[config.mk]
export PLATFORM = sky130hd
export DESIGN_NAME = display_scan_driver_flat
export DESIGN_NICKNAME = d
export VERILOG_FILES = /design/src/rtl/display_pkg.sv /design/src/rtl/display_scan_driver_if.sv /design/src/rtl/display_scan_driver_hex_to_seg.sv /design/src/rtl/display_scan_driver.sv /design/src/flat_wrapper.sv
export SDC_FILE = /design/constraint.sdc
export NUM_CORES = 1
export LEC_CHECK = 0
export ABC_AREA = 1
export CORE_UTILIZATION = 30
export DETAILED_ROUTE_END_ITERATION = 8
export PLACE_DENSITY_LB_ADDON = 0.15
export SLEW_MARGIN = 20
export SYNTH_ARGS = -nofsm -noshare
export SYNTH_HDL_FRONTEND = slang
export SYNTH_HIERARCHICAL = 1
export SYNTH_SLANG_ARGS = --single-unit
[constraint.sdc]
create_clock -name clk5 -period 3.28 [get_ports clk5]
set_clock_uncertainty 0.2 [all_clocks]
set_input_delay 0.492 -clock clk5 [delete_from_list [all_inputs] [get_ports clk5]]
set_output_delay 0.492 -clock clk5 [all_outputs]
set_load 0.05 [all_outputs]
[src/rtl/display_pkg.sv]
// Shared constants for the multiplexed 7-segment scan driver.
package display_pkg;

  localparam logic [7:0]  SEG_BLANK = 8'hFF;
  localparam logic [7:0]  DIGIT_OFF = 8'hFF;
  localparam int unsigned NUM_SCAN  = 4;

  // Active-low {a..g} glyphs; entry 0 is the rightmost slice, entry 15 the leftmost
  localparam logic [15:0][6:0] GLYPH = {
    7'b0111000, 7'b0110000, 7'b1000010, 7'b0110001,
    7'b1100000, 7'b0001000, 7'b0000100, 7'b0000000,
    7'b0001111, 7'b0100000, 7'b0100100, 7'b1001100,
    7'b0000110, 7'b0010010, 7'b1001111, 7'b0000001
  };

  typedef enum logic {
    PH_BLANK,
    PH_DRIVE
  } phase_e;

endpackage

[src/rtl/display_scan_driver_if.sv]
// Value/dot inputs and active-low pin outputs of the scan driver.
interface display_scan_driver_if;
  logic [15:0] dispVal;
  logic [3:0]  swit;
  logic [7:0]  digit;
  logic [7:0]  segment;

  modport master (output dispVal, output swit, input digit, input segment);
  modport slave  (input dispVal, input swit, output digit, output segment);
endinterface

[src/rtl/display_scan_driver_hex_to_seg.sv]
// Nibble to active-low 7-segment glyph lookup.
module hex_to_seg
  import display_pkg::*;
(
  input  logic [3:0] i_nib,
  output logic [6:0] o_seg
);

  always_comb begin
    o_seg = GLYPH[i_nib];
  end

endmodule

[src/rtl/display_scan_driver.sv]
// Time-multiplexes four hex digits onto the right half of an 8-digit display,
// with a dark interval at the start of every slot and once-per-frame capture.
module display_scan_driver
  import display_pkg::*;
#(
  parameter int unsigned REFRESH_DIV  = 5000,
  parameter int unsigned BLANK_CYCLES = 250
) (
  input  logic                   clk5,
  input  logic                   reset,
  display_scan_driver_if.slave   disp
);

  localparam int unsigned   CW        = $clog2(REFRESH_DIV);
  localparam int unsigned   IW        = $clog2(NUM_SCAN);
  localparam logic [CW-1:0] SLOT_LAST = CW'(REFRESH_DIV - 1);
  localparam logic [CW-1:0] BLANK_END = CW'(BLANK_CYCLES);
  localparam logic [IW-1:0] IDX_LAST  = IW'(NUM_SCAN - 1);

  logic [CW-1:0] r_slotCnt;
  logic [IW-1:0] r_idx;
  logic [15:0]   r_frameVal;
  logic [3:0]    r_frameDot;
  logic [7:0]    r_digit;
  logic [7:0]    r_segment;

  phase_e        w_phase;
  logic [3:0]    w_nib;
  logic [6:0]    w_glyph;
  logic [7:0]    w_digitOn;

  always_comb begin
    w_phase   = (r_slotCnt < BLANK_END) ? PH_BLANK : PH_DRIVE;
    w_nib     = r_frameVal[{r_idx, 2'b00} +: 4];
    w_digitOn = DIGIT_OFF & ~(8'd1 << r_idx);
  end

  hex_to_seg u_hex_to_seg (
    .i_nib (w_nib),
    .o_seg (w_glyph)
  );

  always_ff @(posedge clk5 or posedge reset) begin
    if (reset) begin
      r_slotCnt  <= '0;
      r_idx      <= '0;
      r_frameVal <= '0;
      r_frameDot <= '0;
      r_digit    <= DIGIT_OFF;
      r_segment  <= SEG_BLANK;
    end else begin
      if (r_slotCnt == SLOT_LAST) begin
        r_slotCnt <= '0;
        r_idx     <= (r_idx == IDX_LAST) ? '0 : r_idx + IW'(1);
      end else begin
        r_slotCnt <= r_slotCnt + CW'(1);
      end

      // Frame registers only load at the start of slot 0, so a digit never tears
      if (r_slotCnt == '0 && r_idx == '0) begin
        r_frameVal <= disp.dispVal;
        r_frameDot <= disp.swit;
      end

      if (w_phase == PH_BLANK) begin
        r_digit   <= DIGIT_OFF;
        r_segment <= SEG_BLANK;
      end else begin
        r_digit   <= w_digitOn;
        r_segment <= {w_glyph, ~r_frameDot[r_idx]};
      end
    end
  end

  assign disp.digit   = r_digit;
  assign disp.segment = r_segment;

endmodule

[src/flat_wrapper.sv]
// flat-port wrapper written by rule: the top's interface ports become plain ports
module display_scan_driver_flat import display_pkg::*;
#(
  parameter int unsigned REFRESH_DIV  = 5000,
  parameter int unsigned BLANK_CYCLES = 250
)
  (clk5, reset, disp_dispVal, disp_swit, disp_digit, disp_segment);
  display_scan_driver_if disp_i ();
  input  logic clk5;
  input  logic reset;
  input wire logic [$bits(disp_i.dispVal)-1:0] disp_dispVal;
  input wire logic [$bits(disp_i.swit)-1:0] disp_swit;
  output wire logic [$bits(disp_i.digit)-1:0] disp_digit;
  output wire logic [$bits(disp_i.segment)-1:0] disp_segment;
  assign disp_i.dispVal = disp_dispVal;
  assign disp_i.swit = disp_swit;
  assign disp_digit = disp_i.digit;
  assign disp_segment = disp_i.segment;
  display_scan_driver #(.REFRESH_DIV(REFRESH_DIV), .BLANK_CYCLES(BLANK_CYCLES)) u_core (.clk5(clk5), .reset(reset), .disp(disp_i));
endmodule
Yosys cells after proc, flatten, opt, wreduce, memory -nomap -nowiden
Memory sizes are Yosys's and may differ from the RTL's.
Index checks and enable logic that the tools add are counted.

word-level totals
  logic and storage cells = 28
  memory bits (read-only) = 112
  bits in registers = 51
  memories = 1
  input bits = 22
  output and inout bits = 16

cells by class
  shifts and indexed selects = 2
  magnitude comparators = 3
  eq/ne operators = 2
  bitwise logic cells = 2
  reduce and logical (&&, ||, !) cells = 3
  muxes and demuxes = 7
  add/subtract/negate cells = 2

memory list
  name             depth  width  read ports  clocked after memory_dff  wr ports  RTL line                              text
  (no name shown)  16     7      1           0                         0         display_scan_driver_hex_to_seg.sv:10  o_seg = GLYPH[i_nib];

operator list
  kind                                                                   number
  8-bit two-way mux                                                      2
  16-bit by 5-bit indexed part select with 4-bit output                  1
  13-bit by 1-bit adder with 13-bit output, second input constant        1
  13-bit equality test, second input constant                            1
  13-bit logical NOT                                                     1
  13-bit by 8-bit < comparator with 1-bit output, second input constant  1
  13-bit two-way mux                                                     1
  8-bit NOT                                                              1
  1-bit by 2-bit left shift with 8-bit output, first input constant      1
  7-bit two-way mux                                                      1
  4-bit by 5-bit < comparator with 1-bit output, second input constant   1
  2-bit by 3-bit < comparator with 1-bit output, second input constant   1
  2-bit by 1-bit adder with 2-bit output, second input constant          1
  1-bit binary-select mux with 2-bit select                              1
  2-bit equality test, second input constant                             1
  2-bit logical NOT                                                      1
  2-bit two-way mux                                                      1
  1-bit logical AND                                                      1
  1-bit two-way mux                                                      1
  1-bit NOT                                                              1

Logic depth before layout (Yosys ltp)
Gate-level depths: netlist of run 1.

  depth in word-level cells = 4
  mapped depth = 12
  gate-level depth less buffers = 11

By module
The synthesis of run 1 kept the hierarchy.

by module, submodules not included
  module               sequential area each (µm²)  cells an instance  area each (µm²)  instances
  display_scan_driver  1,191.1                     281                2,280.9          1
  hex_to_seg           0.0                         49                 274.0            1

Worst setup path before layout of run 1
OpenSTA, ideal clock, no wires.

  kind = flip-flop to flip-flop
  start = register u_core.r_idx[0]
  end = register u_core.r_segment[4], in the netlist u_core/disp.segment[4]
  path slack = 1.149 ns
  data required time = 3.020 ns
  cell stages (with the launch flop) = 12
  arrival = 1.871 ns
  clock period less this slack = 2.131 ns
  path buffers = 1
  setup time = 0.060 ns
  path through = dfrtp_1 > inv_1 > clkbuf_1 > o21ai_0 > o22ai_1 > inv_1 > ha_1 > nand2_1 > nand3_1 > nand2_1 > inv_1 > nand2_1

on the way
  word-level cells in the longest chain between the ends = 4

ends and longest elaborated chain
  what                                                   RTL line                              text
  start: declaration                                     display_scan_driver.sv:21             logic [IW-1:0] r_idx;
  start signal: assignment                               display_scan_driver.sv:54             r_idx <= (r_idx == IDX_LAST) ? '0 : r_idx + IW'(1);
  16-bit by 5-bit indexed part select with 4-bit output  display_scan_driver.sv:34             w_nib = r_frameVal[{r_idx, 2'b00} +: 4];
  named net u_core.w_nib[1]                              display_scan_driver.sv:28             logic [3:0] w_nib;
  memory 16 x 7 bit                                      -
  7-bit two-way mux (not written as such)                display_scan_driver_hex_to_seg.sv:10
  named net u_core.w_glyph[3]                            display_scan_driver.sv:29             logic [6:0] w_glyph;
  8-bit two-way mux                                      display_scan_driver.sv:65             if (w_phase == PH_BLANK) begin
  end signal: assignment                                 display_scan_driver.sv:70             r_segment <= {w_glyph, ~r_frameDot[r_idx]};
  end: declaration                                       display_scan_driver.sv:25             logic [7:0] r_segment;

The timed path passes the listed nets, and every way through them passes these cells. The select of a mux whose other input is x is not followed.
A chain may end at the register's enable or synchronous reset.

Final worst setup path of run 1
Ends and elaborated chain as after synthesis.

==> impl_metrics.json, run 1 <==
{
  "synthDistinctLibCells": 27,
  "slew_headroom_pct": 46.9,
  "report.final.slew_viol_count": 0,
  "clock-sinks": 47,
  "fmax_mhz": 390,
  "switching_share_pct": 23.2,
  "placed_cells": 459,
  "final_cells": 467,
  "nets": 396,
  "hold_class": "flop to flop",
  "h-tree-depth": 2,
  "seq_power_share_pct": 57.7,
  "die_w_um": 94.3,
  "synth-simple-area-share_pct": 30.8,
  "synth-seq-cells": 47,
  "setup_viol": 0,
  "period_share_pct": 78.2,
  "cp_num_buf_inv": 3,
  "post_cts_buffers": 0,
  "cts_buffer_depth": 2,
  "drc_errors": 0,
  "startpoint_type": "flop",
  "p_int_mw": 0.801,
  "antenna_cells": 0,
  "clk_pin_slew_ns": 0.09,
  "avgSynthCellArea_sq_um": 7.74,
  "cts_tree": "done",
  "post-dp-hpwl_um": 3970,
  "crit_path_max_incr_delay_ns": 0.52,
  "start_util_pct": 31.1,
  "whs_ns": 0.279,
  "grt_pass1_vias": 1883,
  "die_h_um": 94.3,
  "finalSetupTns_ns": 0,
  "drive_gt1_share_pct": 9.12,
  "core_sq_mm": 0.00822,
  "grt_max_degree": 39,
  "netlist_instances": 330,
  "grt_first_pass_wirelength_um": 8900,
  "rsz0062_at_grt": "false",
  "grt-ovfl-total": 0,
  "cts_hold_buf": 0,
  "gp_congestion": 0.809,
  "status": "finished clean",
  "via_per_inst": 4.37,
  "synthToLayoutAreaGrowth_pct": 19.1,
  "critical_path_required_ns": 3.27,
  "p_switching_mw": 0.242,
  "first_pass_iters": 4,
  "drt-total-wl_um": 5360,
  "layout_common_cells": "nand2_1 (101), nand3_1 (39), inv_1 (36)",
  "mostFrequentLayoutCell": "nand2_1",
  "worstPathMaxFanout": 15,
  "clk_latency_ns": 0.29,
  "grtUsageTotal_pct": 12.9,
  "total_power_mw": 1.04,
  "cts_buffers": 5,
  "cts_resized": 0,
  "peakVddDrop_v": 0.000151,
  "synth_compound_area_share_pct": 6.02,
  "synth_area_sq_mm": 0.00255,
  "min_period_ns": 2.57,
  "maxCapViolations": 0,
  "combPwrFrac_pct": 8.8,
  "vias": 2043,
  "pin_count": 38,
  "finalHoldViolations": 0,
  "numPortBuffers": 33,
  "slowest_stage": "dfrtp_1",
  "wl_per_cell_um": 11.5,
  "yosysSeqAreaShare_pct": 46.6,
  "endpoint_kind": "flop",
  "synth_top_family_by_area": "simple AND/OR/NAND/NOR gates",
  "drtIter0Drc": 101,
  "ant_nets": 0,
  "tightest_slew_ns": 0.796,
  "synth_warnings": 6,
  "p_clk_share_pct": 33.6,
  "cts-root-buf": "clkbuf_8",
  "synth_mux_area_share_pct": 0,
  "p_per_area_mw_per_mm2": 343,
  "fillers": 853,
  "synthAdderAreaFrac_pct": 6.37,
  "leakagePower_nw": 1.49,
  "cp.arrival_ns": 2.56,
  "synth-xor-area-share_pct": 0.343,
  "cp_top_family": "buffers and inverters",
  "antenna_found_initial": 0,
  "critical_path_class": "flop to flop",
  "die_area_sq_mm": 0.00889,
  "crit_chain": "inv_1 > o21ai_0 > o22ai_1 > inv_1 > ha_1 > nand2_1 > nand3_1 > nand2_1 > inv_1 > nand2_1",
  "fp-row-count": 33
}
==> through the flow <==
stage	setup WS [ns]	instance area [sq um]	utilization [%]
after global placement	0.794	2950	35.9
after CTS	0.755	3040	37.0
after global routing	0.432	3040	37.0
final	0.715	3040	37.0
after detailed placement	0.799	2950	35.9
after floorplan	1.15	2570	-
==> cell type report <==
class                   instances  area [sq um]  share of cell area (%)
clock inverters                 1          3.75                   0.123
multi-input cells             232          1130                    37.0
clock buffers                   7          86.3                    2.84
flip-flops and latches         47          1190                    39.1
repair buffers                 37           360                    11.8
well taps                     105           131                    4.32
inverters                      38           143                    4.69
==> kinds of logic after synthesis <==
group / after synthesis
simple gates: 186
buf+inv: 54
xor+xnor: 1
other cells: 1
flops: 47
fa+ha+maj: 13
compound gates: 28
==> layer usage <==
metal | share of wire, % | GRT usage, % | wire (um)
met1 | 50 | 17.3 | 2700
met5 | 0 | 0 | 0
met4 | 0.93 | 4.23 | 50
met2 | 44 | 20.4 | 2360
met3 | 4.7 | 2.99 | 253
==> Yosys cell counts (all sizes together) <==
master | number | area (sq um)
inv | 38 | 143
nor3 | 2 | 10.0
nor2 | 36 | 145
nand3 | 41 | 215
buf | 14 | 97.6
ha | 13 | 163
o21ai | 20 | 108
o22ai | 5 | 31.3
clkbuf | 2 | 7.51
dfrtp | 35 | 876
nand2 | 103 | 392
conb | 1 | 3.75
and2 | 1 | 6.26
or2 | 1 | 6.26
nand4 | 2 | 12.5
dfstp | 12 | 315
xor2 | 1 | 8.76
a21oi | 3 | 15.0
==> power by group through the flow <==
stage                     combinational, mW  sequential [mW]  clock [mW]
final                                0.0916            0.601       0.350
after global routing                  0.105            0.602       0.396
after CTS                            0.0932            0.601       0.371
after detailed placement             0.0931            0.612           0
after global placement               0.0927            0.612           0
after floorplan                      0.0608            0.608           0
==> registers in the layout, summed over array words and instances, names as in the netlist <==
register,flops
u_core/r_frameVal,16
u_core/r_frameDot,4
u_core/disp.segment,8
u_core/disp.digit,4
u_core/r_slotCnt,13
u_core/r_idx,2
==> worst paths after layout <==
| check | slack, ns | cells past startpoint | start | end |
|---|---|---|---|---|
| max in group asynchronous | 1.69 | 3 | reset | u_core/disp.segment[7] |
| max reg2reg | 0.71 | 10 | u_core/r_idx[0] | u_core/disp.segment[4] |
| min reg2reg | 0.28 | 2 | u_core/r_frameVal[10] | u_core/r_frameVal[10] |
| min | 0.28 | 2 | u_core/r_frameVal[10] | u_core/r_frameVal[10] |
| min in group asynchronous | 0.46 | 2 | reset | u_core/r_slotCnt[5] |
| max | 0.71 | 10 | u_core/r_idx[0] | u_core/disp.segment[4] |
==> worst reg2reg max path: cells and delay by family (launching register included) <==
family / cells / cell delay, ns
DFF: 1 / 0.52
adders and majority gates: 1 / 0.35
buffers and inverters: 3 / 0.58
AOI/OAI and AO/OA: 2 / 0.58
and+or+nand+nor: 4 / 0.22
Power figures use the tool's default switching activity.
==> inputs of run 2 (changes only) <==
- clock period: 3.28 -> 2.13 ns (I/O delays scaled with it)
==> run 2 against run 1 <==
Against the previous run:
- flip-flop and latch count did not move
- non-clock buffer count rose by 8
- first-iteration DRC count fell by 16%
- sequential power rose by 54%
- die area did not move
- critical path type unchanged
- highest routed layer unchanged
==> impl_metrics.json, run 2 (synthesis gave the netlist of run 1 again) <==
{
  "finalSetupTns_ns": 0,
  "p_int_mw": 1.24,
  "finalHoldViolations": 0,
  "seq_power_share_pct": 56.5,
  "crit_chain": "buf_4 > o21ai_1 > o22ai_1 > inv_1 > ha_1 > nand2_1 > nand3_1 > nand2_1 > inv_1 > nand2_1",
  "synthToLayoutAreaGrowth_pct": 21.0,
  "nets": 404,
  "ant_nets": 0,
  "clk_latency_ns": 0.30,
  "h-tree-depth": 2,
  "pin_count": 38,
  "start_util_pct": 31.1,
  "wl_per_cell_um": 11.9,
  "leakagePower_nw": 1.53,
  "r2r_slack_ns": 0.19,
  "hold_class": "input pin to asynchronous set/reset pin",
  "mostFrequentLayoutCell": "nand2_1",
  "cts_buffers": 5,
  "setup_viol": 0,
  "cts_hold_buf": 0,
  "fillers": 859,
  "antenna_cells": 0,
  "drt-total-wl_um": 5640,
  "drc_errors": 0,
  "grt-ovfl-total": 0,
  "final_cells": 475,
  "via_per_inst": 4.33,
  "vias": 2058,
  "report.final.slew_viol_count": 0,
  "die_h_um": 94.3,
  "post-dp-hpwl_um": 4100,
  "cts_tree": "done",
  "first_pass_iters": 6,
  "cp.arrival_ns": 1.98,
  "cts_buffer_depth": 2,
  "crit_path_max_incr_delay_ns": 0.37,
  "clk_pin_slew_ns": 0.09,
  "antenna_found_initial": 0,
  "layout_common_cells": "nand2_1 (101), nand3_1 (39), dfrtp_1 (35)",
  "numPortBuffers": 33,
  "core_sq_mm": 0.00822,
  "switching_share_pct": 24.1,
  "die_area_sq_mm": 0.00889,
  "grtUsageTotal_pct": 14.2,
  "gp_congestion": 0.848,
  "top_register": "u_core/r_frameVal",
  "crit_top_cell": "nand2_1",
  "critical_path_class": "flop to flop",
  "startpoint_type": "flop",
  "fmax_mhz": 516,
  "drive_gt1_share_pct": 14.9,
  "grt_first_pass_wirelength_um": 9560,
  "critical_path_required_ns": 2.17,
  "slowest_stage": "dfrtp_1",
  "cts-root-buf": "clkbuf_8",
  "fp-row-count": 33,
  "maxCapViolations": 0,
  "crit_start": "u_core/r_idx[0]",
  "p_clk_share_pct": 34.2,
  "endpoint_kind": "flop",
  "min_period_ns": 1.94,
  "drtIter0Drc": 85,
  "peakVddDrop_v": 0.000212,
  "placed_cells": 465,
  "p_per_area_mw_per_mm2": 529,
  "worstPathMaxFanout": 14,
  "grt_pass1_vias": 2004,
  "combPwrFrac_pct": 9.3,
  "period_share_pct": 91.1,
  "die_w_um": 94.3,
  "clock-sinks": 47,
  "status": "finished clean",
  "p_switching_mw": 0.395,
  "largest_reg_flops": 16,
  "r2r_start": "u_core/r_idx[0]",
  "grt_max_degree": 48
}
==> run 2: changes by cell type in the layout (fill, tap and decap cells not counted), sizes merged <==
cell           previous run  this run
clkinv                    1         2
inv                      38        37
clkdlybuf4s50            33        21
buf                       4        24
==> run 2: area by class of cell <==
| cell class | instances | area (sq um) | area share (%) |
|---|---|---|---|
| repair buffers | 45 | 403 | 13.0 |
| multi-input cells | 232 | 1130 | 36.7 |
| inverters | 38 | 143 | 4.61 |
| well taps | 105 | 131 | 4.25 |
| flip-flops and latches | 47 | 1190 | 38.5 |
| clock inverters | 1 | 3.75 | 0.121 |
| clock buffers | 7 | 86.3 | 2.79 |
==> run 2: final timing paths <==
| check | cells past startpoint | end |
|---|---|---|
| worst min-delay path | 3 | u_core/r_slotCnt[4] |
| min in group clk5 | 2 | u_core/r_frameVal[10] |
| worst max-delay path | 10 | u_core/disp.segment[4] |
| worst max register to register | 10 | u_core/disp.segment[4] |
| max in group asynchronous | 3 | u_core/disp.digit[3] |
| worst min register to register | 2 | u_core/r_frameVal[10] |
==> run 2: routing by layer <==
metal,track usage (%),wire length (um)
met5,0,0
met4,4.23,66
met2,22.4,2570
met3,3.48,191
met1,19.0,2810
==> run 2: power groups by stage <==
stage | clock network (mW) | logic [mW] | registers [mW]
after detailed placement | 0 | 0.152 | 0.942
after global routing | 0.621 | 0.175 | 0.927
after CTS | 0.585 | 0.152 | 0.925
final | 0.559 | 0.152 | 0.924
after global placement | 0 | 0.151 | 0.942
after floorplan | 0 | 0.0941 | 0.936
==> run 2: critical path: cells and delay by family (launching register included) <==
kind	cells	cell delay, ns
compound gates	2	0.34
fa+ha+maj	1	0.34
flops	1	0.37
buf+inv	3	0.38
simple gates	4	0.24
==> run 2: metrics by stage <==
stage               total power [mW]  instance area, sq um  hold WS, ns  worst slack (ns)  utilization (%)
detailed placement              1.09                  2990        0.254             0.127             36.3
floorplan                       1.03                  2570        0.237           0.00566                -
finish                          1.64                  3090        0.164             0.190             37.6
global route                    1.72                  3090        0.175          -0.00166             37.6
global placement                1.09                  2990        0.259             0.192             36.3
CTS                             1.66                  3080        0.162             0.101             37.4
==> run 2: repair_timing <==
| action | in CTS | in global routing |
|---|---|---|
| gates resized for setup | 0 | 4 |
| setup endpoints to repair | 0 | 5 |
| setup buffers | 0 | 2 |
==> inputs of run 3 (changes only) <==
- SKIP_LAST_GASP: not set -> 1
- clock period: 2.13 -> 2.4 ns (I/O delays scaled with it)
==> run 3 against run 2 <==
Against the previous run:
- sequential share of layout area down 0.42 points
- sequential power shrank 11%
- cell count down 0.63%
- power shrank 5.0%
- via count rose by 1.1%
- final area rose by 1.1%
- combinational power down 13%
- hold slack better by 0.0052 ns
- critical endpoint is now disp_segment[0]
- largest power group unchanged
- highest routed layer unchanged
==> impl_metrics.json, run 3 (synthesis gave the netlist of run 1 again) <==
{
  "cts-root-buf": "clkbuf_8",
  "drive_gt1_share_pct": 10.6,
  "cp.depth": 1,
  "p_clk_share_pct": 38.6,
  "grtUsageTotal_pct": 14.0,
  "grt_first_pass_wirelength_um": 9530,
  "grt_max_degree": 30,
  "pin_count": 38,
  "gp_congestion": 0.823,
  "numPortBuffers": 33,
  "cts_hold_buf": 0,
  "status": "finished clean",
  "finalHoldViolations": 0,
  "synthToLayoutAreaGrowth_pct": 22.3,
  "cp.arrival_ns": 1.62,
  "wl_per_cell_um": 11.3,
  "r2r_cells": 10,
  "top_register": "u_core/r_frameVal",
  "fillers": 864,
  "leakagePower_nw": 1.54,
  "startpoint_type": "flop",
  "fmax_mhz": 459,
  "period_share_pct": 90.9,
  "rsz0062_at_grt": "false",
  "maxCapViolations": 0,
  "layout_common_cells": "nand2_1 (101), nand3_1 (39), inv_1 (36)",
  "nets": 401,
  "report.final.slew_viol_count": 0,
  "total_power_mw": 1.55,
  "vias": 2081,
  "grt_pass1_vias": 2001,
  "p_switching_mw": 0.352,
  "grt-ovfl-total": 0,
  "switching_share_pct": 22.7,
  "antenna_cells": 0,
  "core_sq_mm": 0.00822,
  "final_area_sq_mm": 0.00313,
  "mostFrequentLayoutCell": "nand2_1",
  "crit_path_max_incr_delay_ns": 0.79,
  "p_int_mw": 1.20,
  "seq_power_share_pct": 52.8,
  "fp-row-count": 33,
  "setup_viol": 0,
  "drc_errors": 0,
  "largest_reg_flops": 16,
  "critical_path_class": "flop to output port",
  "combPwrFrac_pct": 8.6,
  "cp_num_buf_inv": 1,
  "cts_tree": "done",
  "min_period_ns": 2.18,
  "tightest_slew_ns": 0.502,
  "whs_ns": 0.169,
  "drt-total-wl_um": 5340,
  "finalSetupTns_ns": 0,
  "first_pass_iters": 4,
  "fin_util_pct": 38.0,
  "worstPathMaxFanout": 1,
  "post_cts_buffers": 0,
  "clock-sinks": 47,
  "die_h_um": 94.3,
  "drtIter0Drc": 125,
  "die_w_um": 94.3,
  "via_per_inst": 4.41,
  "cts_resized": 0,
  "start_util_pct": 31.1,
  "slew_headroom_pct": 66.4,
  "cts_buffer_depth": 2,
  "slowest_stage": "clkdlybuf4s50_1",
  "die_area_sq_mm": 0.00889,
  "critical_path_required_ns": 1.84,
  "clk_pin_slew_ns": 0.09,
  "h-tree-depth": 2,
  "antenna_found_initial": 0,
  "cp_top_family": "buffers and inverters",
  "crit_chain": "clkdlybuf4s50_1",
  "cts_buffers": 5,
  "clk_latency_ns": 0.30,
  "endpoint_kind": "output port",
  "place_area_sq_mm": 0.00300,
  "p_per_area_mw_per_mm2": 497,
  "hold_class": "input pin to asynchronous set/reset pin",
  "peakVddDrop_v": 0.000185,
  "ant_nets": 0,
  "post-dp-hpwl_um": 3980
}
run 3: cell types whose count changed in the layout (fill, tap and decap cells not counted):
cell / before / now
buf_4: 23 / 8
clkbuf_8: 6 / 5
o22ai_2: 1 / 0
o22ai_1: 4 / 5
inv_1: 34 / 36
clkbuf_16: 0 / 2
o21ai_1: 3 / 1
o21ai_0: 15 / 17
clkinv_1: 2 / 0
clkdlybuf4s50_1: 21 / 33
inv_2: 3 / 2
run 3: worst paths after layout:
path                                        startpoint                     end  slack (ns)
min in group clk5                u_core/r_frameVal[10]   u_core/r_frameVal[10]        0.28
worst max register to register         u_core/r_idx[1]  u_core/disp.segment[4]        0.39
worst min register to register   u_core/r_frameVal[10]   u_core/r_frameVal[10]        0.28
worst min-delay path                             reset     u_core/r_slotCnt[5]        0.17
max in group asynchronous                        reset   u_core/r_frameVal[14]        1.33
worst max-delay path            u_core/disp.segment[0]         disp_segment[0]        0.22
run 3: final cells by class:
class | count | area (sq um) | share of cell area [%]
Inverter | 38 | 143 | 4.56
Multi-Input combinational cell | 232 | 1130 | 36.1
Timing Repair Buffer | 42 | 410 | 13.1
Sequential cell | 47 | 1190 | 38.1
Tap cell | 105 | 131 | 4.20
Clock buffer | 8 | 123 | 3.92
run 3: metrics by stage:
step	worst slack (ns)	cells
after floorplan	0.269	333
after global placement	0.442	464
after detailed placement	0.400	464
after CTS	0.199	472
after global routing	0.163	472
final	0.219	472
run 3: layer usage:
| layer | up-vias | share of wire (%) | GRT usage [%] |
|---|---|---|---|
| li1 | 1093 | - | - |
| met1 | 948 | 50 | 19.1 |
| met2 | 36 | 45 | 21.8 |
| met3 | 4 | 3.5 | 3.07 |
| met4 | 0 | 0.97 | 4.62 |
| met5 | - | 0 | 0 |
run 3: power groups by stage:
stage	Combinational, mW	Sequential [mW]	Clock (mW)
6_report	0.133	0.820	0.600
5_1_grt	0.154	0.823	0.659
4_1_cts	0.136	0.821	0.630
3_5_place_dp	0.136	0.835	0
3_3_place_gp	0.135	0.836	0
2_1_floorplan	0.0830	0.830	0
